<file path="config.mk">
export PLATFORM = sky130hd
export DESIGN_NAME = img2col_weight_pp_flat
export DESIGN_NICKNAME = d
export VERILOG_FILES = /design/src/rtl/img2col_weight_pp_if.sv /design/src/rtl/img2col_weight_pp.sv /design/src/flat_wrapper.sv
export SDC_FILE = /design/constraint.sdc
export NUM_CORES = 1
export LEC_CHECK = 0
export BUFFER_PORTS_ARGS = -buffer_cell sky130_fd_sc_hd__buf_2
export CORE_MARGIN = 3
export CORE_UTILIZATION = 50
export CTS_CLUSTER_DIAMETER = 100
export DETAILED_ROUTE_END_ITERATION = 10
export GPL_ROUTABILITY_DRIVEN = 1
export PLACE_DENSITY = 0.67
export SLEW_MARGIN = 20
export SYNTH_ARGS = -nofsm -noshare
export SYNTH_HDL_FRONTEND = slang
export SYNTH_SLANG_ARGS = --single-unit
</file>
<file path="constraint.sdc">
create_clock -name clock -period 15.9 [get_ports clock]
set_input_delay 4.77 -clock clock [delete_from_list [all_inputs] [get_ports clock]]
set_output_delay 4.77 -clock clock [all_outputs]
set_load 0.02 [all_outputs]
</file>
<file path="src/rtl/img2col_weight_pp_if.sv">
// -----------------------------------------------------------------------------
// img2col_weight_pp_if
// Bundles the control handshake, configuration and weight-buffer traffic of the
// weight-side img2col engine.
//   master : control / buffer side (drives start, config and wgt_in)
//   slave  : the engine (drives status, read/write strobes, addresses, data)
// Signals:
//   i2c_wgt_start, i2c_chn_sel, chn_num, kernel_size, flip  - start + config
//   i2c_ready, i2c_done, i2c_err, chn_sel                   - status
//   wgt_rd_en, wgt_rd_addr, wgt_in                          - buffer read side
//   wgt_wr_en, wgt_wr_addr, wgt_out                         - matrix write side
// -----------------------------------------------------------------------------
interface img2col_weight_pp_if #(
    parameter int DATA_WID = 16,
    parameter int AW       = 8
);
    logic                i2c_wgt_start;
    logic                i2c_chn_sel;
    logic [7:0]          chn_num;
    logic [3:0]          kernel_size;
    logic                flip;
    logic [DATA_WID-1:0] wgt_in;
    logic                i2c_ready;
    logic                i2c_done;
    logic                i2c_err;
    logic                wgt_rd_en;
    logic [AW-1:0]       wgt_rd_addr;
    logic                wgt_wr_en;
    logic [AW-1:0]       wgt_wr_addr;
    logic [DATA_WID-1:0] wgt_out;
    logic                chn_sel;

    modport master (
        output i2c_wgt_start, i2c_chn_sel, chn_num, kernel_size, flip, wgt_in,
        input  i2c_ready, i2c_done, i2c_err, wgt_rd_en, wgt_rd_addr,
               wgt_wr_en, wgt_wr_addr, wgt_out, chn_sel
    );

    modport slave (
        input  i2c_wgt_start, i2c_chn_sel, chn_num, kernel_size, flip, wgt_in,
        output i2c_ready, i2c_done, i2c_err, wgt_rd_en, wgt_rd_addr,
               wgt_wr_en, wgt_wr_addr, wgt_out, chn_sel
    );
endinterface

</file>
<file path="src/rtl/img2col_weight_pp.sv">
// -----------------------------------------------------------------------------
// img2col_weight_pp
// Weight-side img2col engine. Reads chn_num kernels of kernel_size^2 words from
// one bank of the weight buffer, optionally in reversed (180 deg rotated) order
// inside each kernel, and mirrors every read as a write to the weight matrix
// buffer RD_LAT cycles later at the unrotated address.
// Ports:
//   clock  - rising-edge clock
//   rst    - synchronous active-high reset
//   bus    - img2col_weight_pp_if.slave (start/config in, status out,
//            buffer read strobe/address, matrix write strobe/address/data)
// -----------------------------------------------------------------------------
module img2col_weight_pp #(
    parameter int DATA_WID  = 16,
    parameter int BUF_DEPTH = 256,
    parameter int RD_LAT    = 2,
    parameter int AW        = $clog2(BUF_DEPTH)
) (
    input  logic                clock,
    input  logic                rst,
    img2col_weight_pp_if.slave  bus
);
    typedef enum logic [2:0] {S_IDLE, S_LOAD, S_RUN, S_DRAIN, S_DONE} state_t;

    localparam logic [15:0]   HALF_N    = 16'(BUF_DEPTH / 2);
    localparam logic [AW-1:0] BANK_BASE = AW'(BUF_DEPTH / 2);

    state_t          state_q, state_d;
    logic            cfg_sel_q, cfg_flip_q;
    logic [7:0]      cfg_chn_q;
    logic [3:0]      cfg_ks_q;
    logic [7:0]      ks2;
    logic [15:0]     n_total;
    logic            cfg_ok;
    logic            last_rd;
    logic            issue;
    logic [7:0]      k_q, k_d, p_q, p_d, drain_q;
    logic [AW-1:0]   kb_q, kb_d;
    logic [AW-1:0]   base, rd_addr_d, lin_addr_d;
    logic            rd_en_q, ready_q, done_q, err_q;
    logic [AW-1:0]   rd_addr_q, lin_addr_q;
    logic [RD_LAT-1:0] vld_p;
    logic [AW-1:0]   waddr_p [RD_LAT];

    assign ks2     = 8'(cfg_ks_q) * 8'(cfg_ks_q);
    assign n_total = 16'(cfg_chn_q) * 16'(ks2);
    assign cfg_ok  = cfg_ks_q[0] && (cfg_ks_q <= 4'd11) && (cfg_chn_q != 8'd0)
                     && (n_total <= HALF_N);
    assign last_rd = (k_q == cfg_chn_q - 8'd1) && (p_q == ks2 - 8'd1);
    assign base    = cfg_sel_q ? BANK_BASE : '0;

    // Counters here describe the read that will be presented next cycle.
    always_comb begin
        state_d = state_q;
        issue   = 1'b0;
        k_d     = k_q;
        p_d     = p_q;
        kb_d    = kb_q;
        unique case (state_q)
            S_IDLE: if (bus.i2c_wgt_start) state_d = S_LOAD;
            S_LOAD: begin
                if (cfg_ok) begin
                    state_d = S_RUN;
                    issue   = 1'b1;
                    k_d     = '0;
                    p_d     = '0;
                    kb_d    = '0;
                end else begin
                    state_d = S_IDLE;
                end
            end
            S_RUN: begin
                if (last_rd) begin
                    state_d = S_DRAIN;
                end else begin
                    issue = 1'b1;
                    if (p_q == ks2 - 8'd1) begin
                        p_d  = '0;
                        k_d  = k_q + 8'd1;
                        kb_d = kb_q + AW'(ks2);
                    end else begin
                        p_d = p_q + 8'd1;
                    end
                end
            end
            S_DRAIN: if (drain_q == 8'(RD_LAT - 1)) state_d = S_DONE;
            S_DONE:  state_d = S_IDLE;
            default: state_d = S_IDLE;
        endcase
    end

    // Flipped offset ks2-1-p only affects the read side; writes stay linear.
    assign lin_addr_d = base + kb_d + AW'(p_d);
    assign rd_addr_d  = base + kb_d + AW'(cfg_flip_q ? (ks2 - 8'd1 - p_d) : p_d);

    always_ff @(posedge clock) begin
        if (rst) begin
            state_q    <= S_IDLE;
            cfg_sel_q  <= 1'b0;
            cfg_flip_q <= 1'b0;
            cfg_chn_q  <= '0;
            cfg_ks_q   <= '0;
            k_q        <= '0;
            p_q        <= '0;
            kb_q       <= '0;
            drain_q    <= '0;
            rd_en_q    <= 1'b0;
            rd_addr_q  <= '0;
            lin_addr_q <= '0;
            ready_q    <= 1'b1;
            done_q     <= 1'b0;
            err_q      <= 1'b0;
            vld_p      <= '0;
            for (int i = 0; i < RD_LAT; i++) waddr_p[i] <= '0;
        end else begin
            state_q <= state_d;
            if (state_q == S_IDLE && bus.i2c_wgt_start) begin
                cfg_sel_q  <= bus.i2c_chn_sel;
                cfg_flip_q <= bus.flip;
                cfg_chn_q  <= bus.chn_num;
                cfg_ks_q   <= bus.kernel_size;
            end
            k_q     <= k_d;
            p_q     <= p_d;
            kb_q    <= kb_d;
            drain_q <= (state_q == S_DRAIN) ? drain_q + 8'd1 : 8'd0;
            ready_q <= (state_d == S_IDLE);
            done_q  <= (state_q == S_DRAIN) && (state_d == S_DONE);
            err_q   <= (state_q == S_LOAD) && !cfg_ok;
            // Read issue stage
            rd_en_q    <= issue;
            rd_addr_q  <= issue ? rd_addr_d : '0;
            lin_addr_q <= issue ? lin_addr_d : '0;
            // Write-side delay line, RD_LAT stages deep
            vld_p[0]   <= rd_en_q;
            waddr_p[0] <= lin_addr_q;
            for (int i = 1; i < RD_LAT; i++) begin
                vld_p[i]   <= vld_p[i-1];
                waddr_p[i] <= waddr_p[i-1];
            end
        end
    end

    assign bus.i2c_ready   = ready_q;
    assign bus.i2c_done    = done_q;
    assign bus.i2c_err     = err_q;
    assign bus.wgt_rd_en   = rd_en_q;
    assign bus.wgt_rd_addr = rd_addr_q;
    assign bus.wgt_wr_en   = vld_p[RD_LAT-1];
    assign bus.wgt_wr_addr = waddr_p[RD_LAT-1];
    assign bus.wgt_out     = bus.wgt_in;
    assign bus.chn_sel     = cfg_sel_q;
endmodule

</file>
<file path="src/flat_wrapper.sv">
// flat-port wrapper written by rule: the top's interface ports become plain ports
module img2col_weight_pp_flat 
#(
    parameter int DATA_WID  = 16,
    parameter int BUF_DEPTH = 256,
    parameter int RD_LAT    = 2,
    parameter int AW        = $clog2(BUF_DEPTH)
)
  (clock, rst, bus_i2c_wgt_start, bus_i2c_chn_sel, bus_chn_num, bus_kernel_size, bus_flip, bus_wgt_in, bus_i2c_ready, bus_i2c_done, bus_i2c_err, bus_wgt_rd_en, bus_wgt_rd_addr, bus_wgt_wr_en, bus_wgt_wr_addr, bus_wgt_out, bus_chn_sel);
  img2col_weight_pp_if #(.DATA_WID(DATA_WID), .AW(AW)) bus_i ();
  input  logic clock;
  input  logic rst;
  input wire logic [$bits(bus_i.i2c_wgt_start)-1:0] bus_i2c_wgt_start;
  input wire logic [$bits(bus_i.i2c_chn_sel)-1:0] bus_i2c_chn_sel;
  input wire logic [$bits(bus_i.chn_num)-1:0] bus_chn_num;
  input wire logic [$bits(bus_i.kernel_size)-1:0] bus_kernel_size;
  input wire logic [$bits(bus_i.flip)-1:0] bus_flip;
  input wire logic [$bits(bus_i.wgt_in)-1:0] bus_wgt_in;
  output wire logic [$bits(bus_i.i2c_ready)-1:0] bus_i2c_ready;
  output wire logic [$bits(bus_i.i2c_done)-1:0] bus_i2c_done;
  output wire logic [$bits(bus_i.i2c_err)-1:0] bus_i2c_err;
  output wire logic [$bits(bus_i.wgt_rd_en)-1:0] bus_wgt_rd_en;
  output wire logic [$bits(bus_i.wgt_rd_addr)-1:0] bus_wgt_rd_addr;
  output wire logic [$bits(bus_i.wgt_wr_en)-1:0] bus_wgt_wr_en;
  output wire logic [$bits(bus_i.wgt_wr_addr)-1:0] bus_wgt_wr_addr;
  output wire logic [$bits(bus_i.wgt_out)-1:0] bus_wgt_out;
  output wire logic [$bits(bus_i.chn_sel)-1:0] bus_chn_sel;
  assign bus_i.i2c_wgt_start = bus_i2c_wgt_start;
  assign bus_i.i2c_chn_sel = bus_i2c_chn_sel;
  assign bus_i.chn_num = bus_chn_num;
  assign bus_i.kernel_size = bus_kernel_size;
  assign bus_i.flip = bus_flip;
  assign bus_i.wgt_in = bus_wgt_in;
  assign bus_i2c_ready = bus_i.i2c_ready;
  assign bus_i2c_done = bus_i.i2c_done;
  assign bus_i2c_err = bus_i.i2c_err;
  assign bus_wgt_rd_en = bus_i.wgt_rd_en;
  assign bus_wgt_rd_addr = bus_i.wgt_rd_addr;
  assign bus_wgt_wr_en = bus_i.wgt_wr_en;
  assign bus_wgt_wr_addr = bus_i.wgt_wr_addr;
  assign bus_wgt_out = bus_i.wgt_out;
  assign bus_chn_sel = bus_i.chn_sel;
  img2col_weight_pp #(.DATA_WID(DATA_WID), .BUF_DEPTH(BUF_DEPTH), .RD_LAT(RD_LAT), .AW(AW)) u_core (.clock(clock), .rst(rst), .bus(bus_i));
endmodule
</file>
# [Word level (Yosys, flattened, before mapping)]
# Memory sizes are Yosys's and may differ from the RTL's.
# Index checks and enable logic that the tools add are counted.
[word_totals] ramBits=16 wordCells=87 mem_count=1 ff_bits=71 inputBits=33
[op_classes] n_mux=27 reduce_logical=15 n_addsub=10 n_lt_le_gt_ge=2 n_bitwise=4 eq_ne=10 n_mul=2
[mem_list] name="u_core.waddr_p" words=2 width=8 rd=2 rd_clocked_by_memory_dff=0 wr=2 line="img2col_weight_pp.sv:43" source="logic [AW-1:0] waddr_p [RD_LAT];"
[op_table] cell="8-bit 2-to-1 mux" count=13
[op_table] cell="8-bit one-hot mux with 2 select lines" count=3
[op_table] cell="8-bit adder" count=4
[op_table] cell="8-bit by 1-bit adder with 8-bit output, second input constant" count=3
[op_table] cell="8-bit == test" count=2
[op_table] cell="16-bit by 8-bit <= comparator with 1-bit output, second input constant" count=1
[op_table] cell="8-bit by 8-bit multiplier with 16-bit output" count=1
[op_table] cell="8-bit by 1-bit subtractor with 8-bit output, second input constant" count=2
[op_table] cell="3-bit one-hot mux with 4 select lines" count=1
[op_table] cell="3-bit 2-to-1 mux" count=3
[op_table] cell="8-bit by 1-bit == test with 1-bit output, second input constant" count=1
[op_table] cell="4-bit by 4-bit multiplier with 8-bit output" count=1
[op_table] cell="8-bit nonzero test" count=1
[op_table] cell="8-bit subtractor" count=1
[op_table] cell="1-bit logical AND" count=7
[op_table] cell="3-bit by 2-bit == test with 1-bit output, second input constant" count=2
[op_table] cell="3-bit logical NOT" count=2
[op_table] cell="1-bit 2-to-1 mux" count=5
[op_table] cell="4-bit <= comparator, second input constant" count=1
[op_table] cell="2-bit by 1-bit != test with 1-bit output, second input constant" count=2
[op_table] cell="4-bit AND reduction" count=1
[op_table] cell="2-bit OR reduction" count=2
[op_table] cell="3-bit by 1-bit == test with 1-bit output, second input constant" count=1
[op_table] cell="3-bit == test, second input constant" count=1
[op_table] cell="7 further kinds" count=9

# [Longest topological paths before layout]
# Gate-level depths: netlist of run 1.
[logic_depth] ltp_word=9 ltp_mapped=45 mapped_depth_nobuf=42

# [Least setup slack after synthesis of run 1]
# No wires, ideal clock.
[synth_path] path_type="input -> output" start="input port bus_wgt_in[0]" end="output port bus_wgt_out[0]" arrival_time_ps=4904 cell_stages=1 slack_ps=6226 required_time_ps=11130 cell_sequence="buf_4"
[synth_rtl] item="start, declared" line="flat_wrapper.sv:18" source="input wire logic [$bits(bus_i.wgt_in)-1:0] bus_wgt_in;"
[synth_rtl] item="end, declared" line="flat_wrapper.sv:26" source="output wire logic [$bits(bus_i.wgt_out)-1:0] bus_wgt_out;"
# No word-level cell between the ends.

# [Worst setup path after layout of run 1]
[layout_path] start="register u_core.cfg_ks_q[0]" end="register u_core.rd_addr_q[7] (netlist: u_core.bus.wgt_rd_addr[7])"
[layout_via] elab_chain_len=9 elab_cells_between_ends=28 classes_between="add/sub: 5; mul: 2; order compare: 2; eq/ne: 1; mux: 12; bitwise: 1; reduce/logical: 5"
[layout_rtl] item="start, declared" line="img2col_weight_pp.sv:31" source="logic [3:0] cfg_ks_q;"
[layout_rtl] item="start signal, assigned" line="img2col_weight_pp.sv:121" source="cfg_ks_q <= bus.kernel_size;"
[layout_rtl] item="4-bit by 4-bit multiplier with 8-bit output or 4-bit <= comparator (tied branches)" line="img2col_weight_pp.sv:45, img2col_weight_pp.sv:47"
[layout_rtl] item="8-bit by 8-bit multiplier with 16-bit output (tied with other cells)" line="img2col_weight_pp.sv:46" source="assign n_total = 16'(cfg_chn_q) * 16'(ks2);"
[layout_rtl] item="16-bit by 8-bit <= comparator with 1-bit output (tied with other cells)" line="img2col_weight_pp.sv:48" source="&& (n_total <= HALF_N);"
[layout_rtl] item="1-bit logical AND (tied with other cells)" line="img2col_weight_pp.sv:48"
[layout_rtl] item="8-bit 2-to-1 mux, on equally long branches" line="img2col_weight_pp.sv:62, img2col_weight_pp.sv:73"
[layout_rtl] item="8-bit one-hot mux with 2 select lines (*)" line="img2col_weight_pp.sv:59" source="unique case (state_q)"
[layout_rtl] item="named net u_core.p_d[0]" line="img2col_weight_pp.sv:37" source="logic [7:0] k_q, k_d, p_q, p_d, drain_q;"
[layout_rtl] item="8-bit subtractor" line="img2col_weight_pp.sv:94" source="assign rd_addr_d = base + kb_d + AW'(cfg_flip_q ? (ks2 - 8'd1 - p_d) : p_d);"
[layout_rtl] item="8-bit 2-to-1 mux (*)" line="img2col_weight_pp.sv:94"
[layout_rtl] item="8-bit adder (*)" line="img2col_weight_pp.sv:94"
[layout_rtl] item="end signal, assigned" line="img2col_weight_pp.sv:132" source="rd_addr_q <= issue ? rd_addr_d : '0;"
[layout_rtl] item="end, declared" line="img2col_weight_pp.sv:41" source="logic [AW-1:0] rd_addr_q, lin_addr_q;"
# Mark *: on every way through the listed nets, which the timed path passes. The rest lies on a longest branch.
# A chain may end at the register's enable or synchronous reset.

==> qor.yml, run 1 <==
sta:
  holdWs_ns: 0.431
  fin_skew_ns: 0.00732
  period_minus_slack_ns: 10.63
  tns_ns: 0
  rsz0062_at_grt: "false"
  worst_slew_pin_slew_ns: 0.987
  max_freq_mhz: 94.1
  fin_crit_sh: 0.668
  setup_viol: 0
  hold_viol: 0
  finalMaxSlewViolations: 0
  setup_slack_ns: 5.27
  slew-limit-headroom: 0.337
die:
  fp.dieH_um: 125
  pin_count: 71
  dieArea_mm2: 0.0157
  rows: 43
  start_util: 0.512
  core_mm2: 0.0139
  die_w_um: 125
synthesis:
  ys.flop_type: "dfxtp_1"
  async_reset_ff_frac: 0
  syn-num-nets: 979
  synthesis.area_mm2: 0.00713
  synth-seq-area-share: 0.244
  avgSynthCellArea_um2: 8.49
  yosysWarningCount: 0
  synth_edf_count: 0
  ys_types: 76
  syn-instance-count: 840
  ys_ff_latch: 87
grt:
  overflow: 0
  antenna_found_initial: 0
  grt_pass1_vias: 5618
  grt_pass1_wl_mm: 27.1
  grt_max_degree: 48
  gr-usage-all-layers: 0.208
placed_design:
  gp_congestion: 0.930
  hpwl_mm: 12.5
  dp.cells: 1004
  place_ws_ns: 5.37
  io_buffers: 38
critical_path:
  critPathMaxFanout: 19
  cp_slowest_cell: "dfxtp_1"
  slowest_delay_ns: 0.78
  cp-start-kind: "flop"
  path_common_cell: "inv_1"
  crit_family: "adder cells"
  cp.buffers_inverters: 7
  crit_type: "flop to flop"
  cp.arrival_ns: 10.90
  crit_path_end_kind: "flop"
  critical_path_required_ns: 16.17
routing:
  vias: 5707
  via_per_inst: 5.60
  antenna_left: 0
  drt-total-wl_mm: 15.9
  drc: 0
  dr.pass1.iters: 6
  wl_per_cell_um: 15.7
  dr.first_iter.drc_count: 431
cts:
  insertion_delay_ns: 0.34
  ctsRootBufferMaster: "clkbuf_16"
  cts.sinks: 87
  cts_tree: "built"
  htreeDepth: 3
  cts_setup_buffers: 0
  cts_resized: 0
  ctsHoldBuffers: 0
  clk_pin_slew_ns: 0.06
  cts_buffer_depth: 2
  numCtsBuffers: 9
finish:
  nets: 974
  drive_above_1_share: 0.0918
  stdcell_count: 1019
  num_antenna_cells: 0
  fin_util: 0.539
  syn_to_final_growth_pct: 5.32
power_and_ir_drop:
  power_density_mw_per_mm2: 66.2
  power.leakage_nw: 3.63
  ir_drop_uv: 76.3
flow_run:
  maxCapViolCount: 0
worst_hold_path:
  hold_path.class: "flop to flop"
run_status:
  status: "finished clean"
[final timing paths]
| check | startpoint | to | slack, ns | cells past startpoint |
|---|---|---|---|---|
| max reg2reg | u_core.cfg_ks_q[0]$_SDFFE_PP0P_ | u_core.bus.wgt_rd_addr[7]$_SDFF_PP0_ | 5.27 | 38 |
| min reg2reg | u_core.waddr_p[0][2]$_SDFF_PP0_ | u_core.waddr_p[0][10]$_SDFF_PP0_ | 0.43 | 1 |
| min | u_core.waddr_p[0][2]$_SDFF_PP0_ | u_core.waddr_p[0][10]$_SDFF_PP0_ | 0.43 | 1 |
| max | u_core.cfg_ks_q[0]$_SDFFE_PP0P_ | u_core.bus.wgt_rd_addr[7]$_SDFF_PP0_ | 5.27 | 38 |
[synthesized netlist by cell type (3+ instances only)]
cell / number / share of area
a21oi_1: 45 / 0.032
o21a_1: 3 / 0.0032
buf_6: 3 / 0.0047
nand3b_1: 3 / 0.0032
nor3_1: 17 / 0.012
a21o_1: 19 / 0.020
fa_1: 33 / 0.093
o21bai_1: 4 / 0.0042
buf_4: 25 / 0.026
clkbuf_1: 26 / 0.014
nand4_1: 6 / 0.0053
and2_1: 48 / 0.042
and3_1: 14 / 0.012
o2111ai_1: 3 / 0.0037
o21ai_0: 25 / 0.018
nand3_1: 17 / 0.012
dfxtp_1: 87 / 0.24
nor4_1: 3 / 0.0026
nor2_1: 68 / 0.036
ha_1: 73 / 0.13
nor2b_1: 32 / 0.028
a211oi_1: 6 / 0.0063
nand2_1: 70 / 0.037
a22oi_1: 4 / 0.0042
buf_2: 3 / 0.0021
a31oi_1: 9 / 0.0079
xnor3_1: 3 / 0.0095
inv_1: 64 / 0.034
o31a_1: 3 / 0.0037
xor2_1: 22 / 0.027
or3_1: 5 / 0.0044
xnor2_1: 30 / 0.037
nand2b_1: 8 / 0.0070
[final cells by class]
class                   instances  area (µm²)
clock inverters                 6        43.8
repair buffers                 41         213
well taps                     180         225
flip-flops and latches         87        1740
fillers                      1317        6420
multi-input cells             629        4810
clock buffers                   9         225
inverters                      67         251
[cells in the final DEF, fill, tap and decap left out, drive strengths merged, types with 6 or more instances in the layout]
master  Yosys  layout
nor2b      32      32
and3       14      14
nand2b      9       9
inv        66      69
nand3      17      17
fa         33      33
dfxtp      87      87
nor2       68      68
ha         73      73
a21o       19      19
nand4       6       6
o21ai      27      27
a21oi      45      45
or3         6       6
xor2       22      22
buf        31      41
clkbuf     26       9
nand2      70      70
a211oi      6       6
xnor2      31      31
a31oi       9       9
and2       49      49
nor3       18      18
[sequential cells by signal, summed over array words and instances, names as in the netlist, 8 cells and up]
register / cells
u_core.cfg_chn_q: 8
u_core.drain_q: 8
u_core.k_q: 8
u_core.bus.wgt_rd_addr: 8
u_core.p_q: 8
u_core.waddr_p: 16
u_core.kb_q: 8
u_core.lin_addr_q: 8
[cell families after synthesis]
kind of cell / share of synthesized area
fa+ha+maj: 0.221
simple gates: 0.232
flops: 0.244
mux: 0.00754
compound gates: 0.137
buf+inv: 0.0821
xor+xnor: 0.0756
[report_power, final]
part / internal (W) / switching (W)
Combinational: 0.0000313 / 0.0000442
Clock: 0.000106 / 0.0000871
Sequential: 0.000221 / 0.00000761
Total: 0.000358 / 0.000139
[metrics by stage]
step	total power (W)	cell area (µm²)
2_1_floorplan	0.000295	7130
3_3_place_gp	0.000306	7240
3_5_place_dp	0.000308	7240
4_1_cts	0.000501	7510
5_1_grt	0.000522	7510
6_report	0.000497	7510
[layer usage]
metal	global-route usage	vias to the layer above	routed length, µm
li1	-	2809	-
met3	0.0431	25	981
met4	0.0599	0	350
met5	0	-	0
met1	0.287	2705	7370
met2	0.329	168	7250
Power figures use the tool's default switching activity.
==> run 2, diff against run 1 <==
--- a/config.mk
+++ b/config.mk
@@ -5,13 +5,14 @@
 export SDC_FILE = /design/constraint.sdc
 export NUM_CORES = 1
 export LEC_CHECK = 0
+export ABC_AREA = 1
 export BUFFER_PORTS_ARGS = -buffer_cell sky130_fd_sc_hd__buf_2
 export CORE_MARGIN = 3
 export CORE_UTILIZATION = 50
 export CTS_CLUSTER_DIAMETER = 100
 export DETAILED_ROUTE_END_ITERATION = 10
 export GPL_ROUTABILITY_DRIVEN = 1
-export PLACE_DENSITY = 0.67
+export PLACE_DENSITY = 0.7
 export SLEW_MARGIN = 20
 export SYNTH_ARGS = -nofsm -noshare
 export SYNTH_HDL_FRONTEND = slang
==> constraint.sdc (replaced) <==
create_clock -name clock -period 8.6 [get_ports clock]
set_input_delay 2.58 -clock clock [delete_from_list [all_inputs] [get_ports clock]]
set_output_delay 2.58 -clock clock [all_outputs]
set_load 0.02 [all_outputs]
==> run 2 against run 1 <==
Against the previous run:
- worst hold slack got worse by 0.031 ns
- global-route usage about the same
- core utilization increased by 2.3 points
- die area increased by 1.5%
- sequential cell count unchanged
- maximum frequency increased by 32%
- worst setup slack got worse by 4.8 ns
- final cell count increased by 21%
- routed wire length increased by 3.1%
- synthesized cell count increased by 21%
- critical path type unchanged
- critical endpoint unchanged
==> qor.yml, run 2 <==
cts:
  clk_pin_slew_ns: 0.06  # about the same
  htreeDepth: 3  # unchanged
  ctsHoldBuffers: 0  # unchanged
  cts_tree: "built"
  insertion_delay_ns: 0.34  # about the same
  ctsRootBufferMaster: "clkbuf_16"
  cts.sinks: 87  # unchanged
  cts_buffer_depth: 2  # unchanged
  numCtsBuffers: 9  # unchanged
run_status:
  status: "finished clean"
sta:
  holdWs_ns: 0.400  # -0.0313 ns
  hold_viol: 0  # unchanged
  tns_ns: 0  # unchanged
  fin_skew_ns: 0.00689  # -0.000431 ns
  rsz0062_at_grt: "false"
  worst_slew_pin_slew_ns: 0.617  # -0.370 ns
  max_freq_mhz: 124  # +32%
  setup_slack_ns: 0.520  # -4.75 ns
  finalMaxSlewViolations: 0  # unchanged
  fin_crit_sh: 0.940  # +0.271
  setup_viol: 0  # unchanged
  period_minus_slack_ns: 8.08  # -2.55 ns
  slew-limit-headroom: 0.588  # +0.251
critical_path:
  r2r_end: "u_core.bus.wgt_rd_addr[7]$_SDFF_PP0_"
  cp.arrival_ns: 8.30  # -2.60 ns
  rr_startpoint: "u_core.cfg_ks_q[2]$_SDFFE_PP0P_"
  cp-start-kind: "flop"
  r2r_cells: 47  # +24%
  cp_slowest_cell: "fa_1"
  critPathMaxFanout: 6  # -13
  critical_path_required_ns: 8.82  # -7.35 ns
  crit_type: "flop to flop"
  path_common_cell: "nand2_1"
  ff2ff_setup_slack_ns: 0.52  # -4.75 ns
  slowest_delay_ns: 0.59  # -0.19 ns
  crit_path_end_kind: "flop"
finish:
  top_register: "u_core.waddr_p"
  layout_common_cells: "179 x inv_1, 170 x nand2_1, 132 x nor2_1"
  nets: 1183  # +21%
  largest_reg_flops: 16  # unchanged
  num_antenna_cells: 0  # unchanged
  final_common_cell: "inv_1"
  drive_above_1_share: 0.135  # +0.0436
  finalInstanceArea_mm2: 0.00790  # +5.2%
  syn_to_final_growth_pct: 9.09
grt:
  grt_pass1_wl_mm: 27.3  # +0.79%
  grt_max_degree: 41  # -15%
  grt_pass1_vias: 5860  # +4.3%
  antenna_found_initial: 0  # unchanged
  gr-usage-all-layers: 0.207  # about the same
  overflow: 0  # unchanged
synthesis:
  ys.flop_type: "dfxtp_1"
  synth_top_area_cell: "dfxtp_1"
  synth_most_common_cell: "inv_1"
  synth-compound-area-share: 0.0885  # -0.0489
  syn-num-nets: 1153  # +18%
  syn-instance-count: 1014  # +21%
  synth_top_family_by_area: "simple AND/OR/NAND/NOR gates"
  synth_fa_ha_area_frac: 0.217  # -0.00332
  avgSynthCellArea_um2: 7.14  # -16%
  synth-seq-area-share: 0.241  # -0.00367
  async_reset_ff_frac: 0  # unchanged
  synth_xor_area_frac: 0.0358  # -0.0398
  ys_ff_latch: 87  # unchanged
  synth_edf_count: 0  # unchanged
  synth_commonest_cells: "180 x inv_1, 171 x nand2_1, 134 x nor2_1"
  yosysWarningCount: 0  # unchanged
  yosys-top-cells-area: "dfxtp_1 24%, ha_1 13%, inv_1 9.3%"
  synthesis.area_mm2: 0.00724  # +1.5%
  ys_types: 48  # -37%
  yosys.area_share.simple: 0.285  # +0.0530
  synth_top_area_frac: 0.241  # -0.00367
  synthMuxAreaShare: 0  # -0.00754
die:
  core_mm2: 0.0140  # +0.77%
  start_util: 0.516  # +0.00383
  dieArea_mm2: 0.0160  # +1.5%
  fp.dieH_um: 126  # +0.73%
  die_w_um: 126  # +0.73%
  pin_count: 71  # unchanged
  rows: 43  # unchanged
power_and_ir_drop:
  power.leakage_nw: 3.84  # +5.7%
  total_power_w: 0.00112  # +130%
  ir_drop_uv: 115  # +51%
  power_density_mw_per_mm2: 142  # +110%
placed_design:
  hpwl_mm: 12.9  # +3.4%
  gp_congestion: 0.932  # +0.17%
  place_ws_ns: 0.123  # -5.25 ns
  placed_cell_area_mm2: 0.00752  # +3.8%
  io_buffers: 38  # unchanged
worst_hold_path:
  whs_path_depth: 2  # +1
  min_to: "u_core.waddr_p[0][11]$_SDFF_PP0_"
  hold_path.class: "flop to flop"
  min_from: "u_core.waddr_p[0][3]$_SDFF_PP0_"
routing:
  wl_per_cell_um: 13.4  # -14%
  drc: 0  # unchanged
  vias: 6332  # +11%
  drt-total-wl_mm: 16.4  # +3.1%
  dr.pass1.iters: 5  # -1
  dr.first_iter.drc_count: 426  # -1.2%
  via_per_inst: 5.15  # -8.0%
  antenna_left: 0  # unchanged
flow_run:
  maxCapViolCount: 0  # unchanged
run 2: worst max-delay path by stage:
stage               depth (start not counted)  slack (ns)                       startpoint                                    to
floorplan                                  53        0.43  u_core.cfg_ks_q[0]$_SDFFE_PP0P_  u_core.bus.wgt_rd_addr[7]$_SDFF_PP0_
global placement                           53        0.30  u_core.cfg_ks_q[1]$_SDFFE_PP0P_  u_core.bus.wgt_rd_addr[7]$_SDFF_PP0_
detailed placement                         53        0.12  u_core.cfg_ks_q[1]$_SDFFE_PP0P_  u_core.bus.wgt_rd_addr[7]$_SDFF_PP0_
CTS                                        53        0.05  u_core.cfg_ks_q[1]$_SDFFE_PP0P_  u_core.bus.wgt_rd_addr[7]$_SDFF_PP0_
global route                               49       0.008  u_core.cfg_ks_q[2]$_SDFFE_PP0P_  u_core.bus.wgt_rd_addr[7]$_SDFF_PP0_
finish                                     47        0.52  u_core.cfg_ks_q[2]$_SDFFE_PP0P_  u_core.bus.wgt_rd_addr[7]$_SDFF_PP0_
run 2: cell families after synthesis:
kind of cell	count (synthesis)
AND/OR/NAND/NOR	452
buffers and inverters	228
AO/OA/AOI/OAI	113
adder cells (fa/ha/maj)	106
flip-flops	87
XOR/XNOR	28
run 2: area by class of cell:
type | count | area (µm²)
multi-input combinational | 699 | 4620
sequential | 87 | 1750
clock buffer | 11 | 233
fill | 1353 | 6140
clock inverter | 5 | 35.0
tap | 180 | 225
timing repair buffer | 55 | 318
inverter | 192 | 721
run 2: layer usage:
| layer | global-route usage | vias up | routed length [µm] |
|---|---|---|---|
| met5 | 0 | - | 0 |
| met4 | 0.0524 | 0 | 231 |
| met3 | 0.0320 | 25 | 1040 |
| met2 | 0.334 | 174 | 7510 |
| met1 | 0.293 | 2891 | 7670 |
| li1 | - | 3242 | - |
run 2: worst max-delay path: cells and delay by family (launching register included):
| kind | cells | cell delay, ns |
|---|---|---|
| XOR/XNOR | 1 | 0.17 |
| buffers and inverters | 5 | 0.50 |
| AND/OR/NAND/NOR | 22 | 2.25 |
| adder cells (fa/ha/maj) | 9 | 3.58 |
| AO/OA/AOI/OAI | 10 | 1.09 |
| flip-flops | 1 | 0.34 |
run 2: report_power, final:
part | total (W) | switching, W | internal, W
combinational | 0.000329 | 0.000212 | 0.000117
clock | 0.000360 | 0.000164 | 0.000196
sequential | 0.000431 | 0.0000147 | 0.000416
run 2: per-stage QoR:
stage / utilization / cells
CTS: 0.554 / 1225
global placement: 0.535 / 1209
finish: 0.563 / 1229
global route: 0.563 / 1229
detailed placement: 0.535 / 1209
floorplan: - / 1014
run 2: what timing repair did:
item                                    4_1_cts  5_1_grt
endpoints found under the setup margin        0        3
hold endpoints to repair                      0        0
gates resized for setup                       0       20
buffers inserted                              0        4
